**config.mk**
```make
export PLATFORM = sky130hd
export DESIGN_NAME = ibex_lsu_resp_unit
export DESIGN_NICKNAME = d
export VERILOG_FILES = /design/src/rtl/ibex_lsu_resp_unit.sv
export SDC_FILE = /design/constraint.sdc
export NUM_CORES = 1
export LEC_CHECK = 0
export BUFFER_PORTS_ARGS = -buffer_cell sky130_fd_sc_hd__clkbuf_2
export CAP_MARGIN = 20
export CORE_MARGIN = 4
export CORE_UTILIZATION = 50
export DETAILED_ROUTE_END_ITERATION = 16
export PLACE_DENSITY = 0.87
export SLEW_MARGIN = 20
export SYNTH_ARGS = -nofsm -noshare
export SYNTH_HDL_FRONTEND = slang
export SYNTH_SLANG_ARGS = --single-unit
```
**constraint.sdc**
```tcl
create_clock -name clk_i -period 6.4 [get_ports clk_i]
set_clock_uncertainty 0.15 [all_clocks]
set_input_delay 1.6 -clock clk_i [delete_from_list [all_inputs] [get_ports clk_i]]
set_output_delay 1.6 -clock clk_i [all_outputs]
set_load 0.01 [all_outputs]
```
**src/rtl/ibex_lsu_resp_unit.sv**
```systemverilog
// LSU response unit: tracks granted data-bus requests in a small FIFO and turns
// each bus response into formatted load data or a load/store error in the same cycle.
module ibex_lsu_resp_unit #(
    parameter int unsigned MaxOutstanding = 2
) (
    input  logic        clk_i,
    input  logic        rst_ni,

    input  logic        req_valid_i,
    input  logic        req_we_i,
    input  logic [1:0]  req_type_i,
    input  logic        req_sign_ext_i,
    input  logic [1:0]  req_offset_i,
    output logic        req_ready_o,

    input  logic        data_rvalid_i,
    input  logic [31:0] data_rdata_i,
    input  logic        data_err_i,

    output logic [31:0] rf_wdata_lsu_o,
    output logic        rf_we_lsu_o,
    output logic        lsu_data_valid_o,
    output logic        load_err_o,
    output logic        store_err_o,
    output logic [2:0]  outstanding_o
);

    localparam int unsigned PtrW  = (MaxOutstanding > 1) ? $clog2(MaxOutstanding) : 1;
    localparam int unsigned Depth = 1 << PtrW;

    typedef struct packed {
        logic       we;
        logic [1:0] size;
        logic       sign_ext;
        logic [1:0] offset;
    } entry_t;

    entry_t          entries_q [Depth];
    logic [PtrW-1:0] wptr_q, rptr_q;
    logic [2:0]      count_q;

    logic        push, pop;
    entry_t      head;
    logic [31:0] shifted;
    logic [31:0] formatted;

    // Pointers wrap at MaxOutstanding, which need not be a power of two.
    function automatic logic [PtrW-1:0] ptr_inc(input logic [PtrW-1:0] p);
        return (p == PtrW'(MaxOutstanding - 1)) ? '0 : p + PtrW'(1);
    endfunction

    assign req_ready_o   = (count_q < 3'(MaxOutstanding));
    assign push          = req_valid_i & req_ready_o;
    assign pop           = data_rvalid_i & (count_q != 3'd0);
    assign outstanding_o = count_q;

    always_ff @(posedge clk_i or negedge rst_ni) begin
        if (!rst_ni) begin
            count_q <= 3'd0;
            wptr_q  <= '0;
            rptr_q  <= '0;
        end else begin
            if (push) wptr_q <= ptr_inc(wptr_q);
            if (pop)  rptr_q <= ptr_inc(rptr_q);
            if (push && !pop) begin
                count_q <= count_q + 3'd1;
            end else if (!push && pop) begin
                count_q <= count_q - 3'd1;
            end
        end
    end

    // Payload is only read behind a nonzero count, so it carries no reset.
    always_ff @(posedge clk_i) begin
        if (push) begin
            entries_q[wptr_q] <= '{we: req_we_i, size: req_type_i,
                                   sign_ext: req_sign_ext_i, offset: req_offset_i};
        end
    end

    assign head    = entries_q[rptr_q];
    assign shifted = data_rdata_i >> {head.offset, 3'b000};

    always_comb begin
        formatted = shifted;
        case (head.size)
            2'b01:   formatted = {{16{head.sign_ext & shifted[15]}}, shifted[15:0]};
            2'b10:   formatted = {{24{head.sign_ext & shifted[7]}}, shifted[7:0]};
            default: formatted = shifted;
        endcase
    end

    assign lsu_data_valid_o = pop;
    assign rf_we_lsu_o      = pop & ~head.we & ~data_err_i;
    assign rf_wdata_lsu_o   = rf_we_lsu_o ? formatted : 32'd0;
    assign load_err_o       = pop & ~head.we & data_err_i;
    assign store_err_o      = pop & head.we & data_err_i;

`ifndef SYNTHESIS
    push_while_full: assert property (@(posedge clk_i) disable iff (!rst_ni)
        !(req_valid_i && !req_ready_o))
        else $warning("request dropped: outstanding queue full");

    resp_while_empty: assert property (@(posedge clk_i) disable iff (!rst_ni)
        !(data_rvalid_i && count_q == 3'd0))
        else $warning("response ignored: no outstanding request");
`endif

endmodule
```
==> results.yml <==
worst_setup_path:
  end_kind: "primary output"
  cp-start-kind: "flop"
  path_cells: "mux2i_1 -> inv_1 -> ha_1 -> nor2_1 -> nor3_1 -> a21oi_1 -> a21oi_1 -> clkbuf_2"
  critical-path-max-stage-delay_ns: 0.80
  path_class: "flop to primary output"
  critPathArrivalTime_ns: 3.33
  slowest_stage: "dfrtp_1"
  critPathMostFrequentCell: "a21oi_1"
  crit_required_ns: 4.65
  cp_max_fo: 20
finish:
  layout-drive-gt1-share_pct: 33.2
  fillers: 279
  multi_input_comb_area_um2: 1060
  fin_nets: 334
  syn_to_final_growth_pct: 25.6
  num_antenna_cells: 0
  utilization_pct: 66.8
  final_cells: 330
  seq_area_um2: 485
placed_design:
  portBuffers: 82
  place_hpwl_um: 3490
  dp_slack_ns: 1.52
  gp_congestion: 0.901
  place_inst: 326
logic_synthesis:
  synth_cell_types: 35
  synth_ff_type: "edfxtp_1"
  netlist_area_um2: 1660
  synth_edf_count: 12
  synth.avg_cell_area_um2: 7.89
  synth_nets: 258
  async_flop_share_pct: 29.4
  synth_seq_cells: 17
  seq_area_frac_synth_pct: 29.2
  synth_cells: 211
  yosys_warnings: 0
cts:
  h-tree-depth: 1
  cts_tree: "done"
  cts_hold_buf: 0
  clkSinkCount: 17
  cts_inserted_buffers: 3
  clock-root-buffer: "clkbuf_4"
  cts_setup_buffers: 0
  clockBufferDepth: 2
  cts.clk_slew.worst_paths_ns: 0.08
  insertion_delay_ns: 0.28
  cts-resized-gates: 0
timing:
  hold_violations: 0
  rsz0062_at_grt: "false"
  setup_tns_ns: 0
  finalSetupViolations: 0
  tightest_slew_ns: 0.763
  slew_headroom_pct: 48.7
  fmax_mhz: 197
  fin_ws_ns: 1.32
  post-route-period-util_pct: 79.4
  slew_viol_final: 0
  period_needed_ns: 5.08
floorplan:
  die_area_um2: 4320
  pin_count: 83
  std_cell_rows: 20
  fp.dieW_um: 65.7
  die_y_um: 65.7
  initial_core_util_pct: 53.2
  core_um2: 3130
global_route:
  use_met2_pct: 33.5
  gr-total-overflow: 0
  met1_usage_pct: 26.2
  grtUsageMet3_pct: 3.42
  grt_usage_pct: 20.0
  grt_pass1_vias: 1507
  grt_max_degree: 21
  top_usage_layer: "met2"
  grt_pass1_wl_um: 6770
  antenna_found_initial: 0
power_and_ir_drop:
  power.density_nw_per_um2: 353
  power.static_leakage_nw: 1.05
  ir_drop_uv: 257
routing:
  viasPerCell: 5.18
  ant_nets: 0
  num_vias: 1709
  drt_first_pass_iters: 4
  wirelength_um: 4370
  post-route-drc-count: 0
  wire_per_inst_um: 13.2
  drt-initial-drc-count: 154
hold_path:
  hold_path.class: "flop to flop"
run:
  drv_cap: 0
status:
  outcome: "completed"
-- placed cells by master (no fill, tap or decap) --
master,netlist,final
a211oi_1,8,8
a211oi_4,1,1
nand2_1,36,36
nor2b_1,2,2
dfrtp_1,5,5
o22ai_2,1,1
and2_1,3,3
mux2_4,1,1
inv_2,1,1
mux2i_4,3,3
clkbuf_2,0,82
clkbuf_4,0,3
nand3b_1,1,1
mux2i_1,16,16
inv_1,13,13
xor2_1,2,2
o32a_1,1,1
nand2b_1,2,2
and3_1,9,9
o21ai_1,1,1
xnor2_1,3,3
or3_1,1,1
clkbuf_1,4,1
o31ai_1,1,1
o22ai_1,1,1
mux2_2,3,3
a21oi_1,16,16
nor3_1,2,2
fa_1,1,1
ha_1,3,3
edfxtp_1,12,12
o21ai_0,17,17
nor2_1,32,32
a211o_1,2,2
-- cell usage after synthesis (all sizes together) (4+ instances only) --
library cell	number	share of area (%)
nand2	36	8.1
nor2	32	7.2
mux2i	19	14
o21ai	18	5.4
a21oi	16	4.8
inv	14	3.2
edfxtp	12	22
a211oi	9	4.8
and3	9	3.4
buf	7	3.0
dfrtp	5	7.5
clkbuf	4	0.90
mux2	4	2.9
-- logic make-up (layout without fill, tap and decap cells) --
group	after synthesis	count (layout)	synth area share (%)
buffers and inverters	25	100	7.07
flip-flops	17	17	29.2
adder cells (fa/ha/maj)	4	4	3.46
XOR/XNOR	5	5	2.63
AO/OA/AOI/OAI	49	49	18.3
multiplexers	23	23	16.6
AND/OR/NAND/NOR	88	88	22.8
-- path summary, 6_finish.rpt --
kind                                  start                end  cells after the start  slack [ns]
min reg2reg                          wptr_q             wptr_q                      1        0.36
max in group asynchronous            rst_ni             rptr_q                      1        4.99
max                                  rptr_q  rf_wdata_lsu_o[8]                      8        1.32
min                                  wptr_q             wptr_q                      1        0.36
max reg2reg                outstanding_o[1]   outstanding_o[2]                      7        4.07
min in group asynchronous            rst_ni   outstanding_o[2]                      1        0.97
-- per-layer routing --
layer  wire, µm  part of all wire [%]  up-vias
met3        275                   6.3       11
met2       2100                    48       67
li1           -                     -      883
met4         97                   2.2        0
met1       1890                    43      748
met5          0                     0        -
-- power breakdown --
group,switching [mW],internal (mW)
clock,0.0289,0.0242
combinational,0.292,0.202
sequential,0.0438,0.148
total,0.364,0.374
-- critical path: cells and delay by family, from the launching register on --
kind,cells,cell delay (ns)
compound gates,2,0.36
buf+inv,2,0.23
fa+ha+maj,1,0.61
mux,1,0.31
simple gates,2,0.73
flops,1,0.80
-- sequential cells by signal (all words and copies together) (netlist names) --
register / flops
entries_q: 12
outstanding_o: 3
rptr_q: 1
wptr_q: 1
-- area by class of cell --
class | count | share of cell area [%]
inverters | 14 | 2.51
flip-flops and latches | 17 | 23.2
clock buffers | 4 | 1.26
multi-input cells | 169 | 50.7
well taps | 44 | 2.63
repair buffers | 82 | 19.6
-- through the flow --
step | power (mW) | area, µm² | hold WS (ns)
floorplan | 0.581 | 1660 | 0.311
global placement | 0.677 | 2060 | 0.327
detailed placement | 0.687 | 2060 | 0.334
CTS | 0.743 | 2090 | 0.352
global route | 0.808 | 2090 | 0.374
finish | 0.739 | 2090 | 0.355
Power figures use the tool's default switching activity.
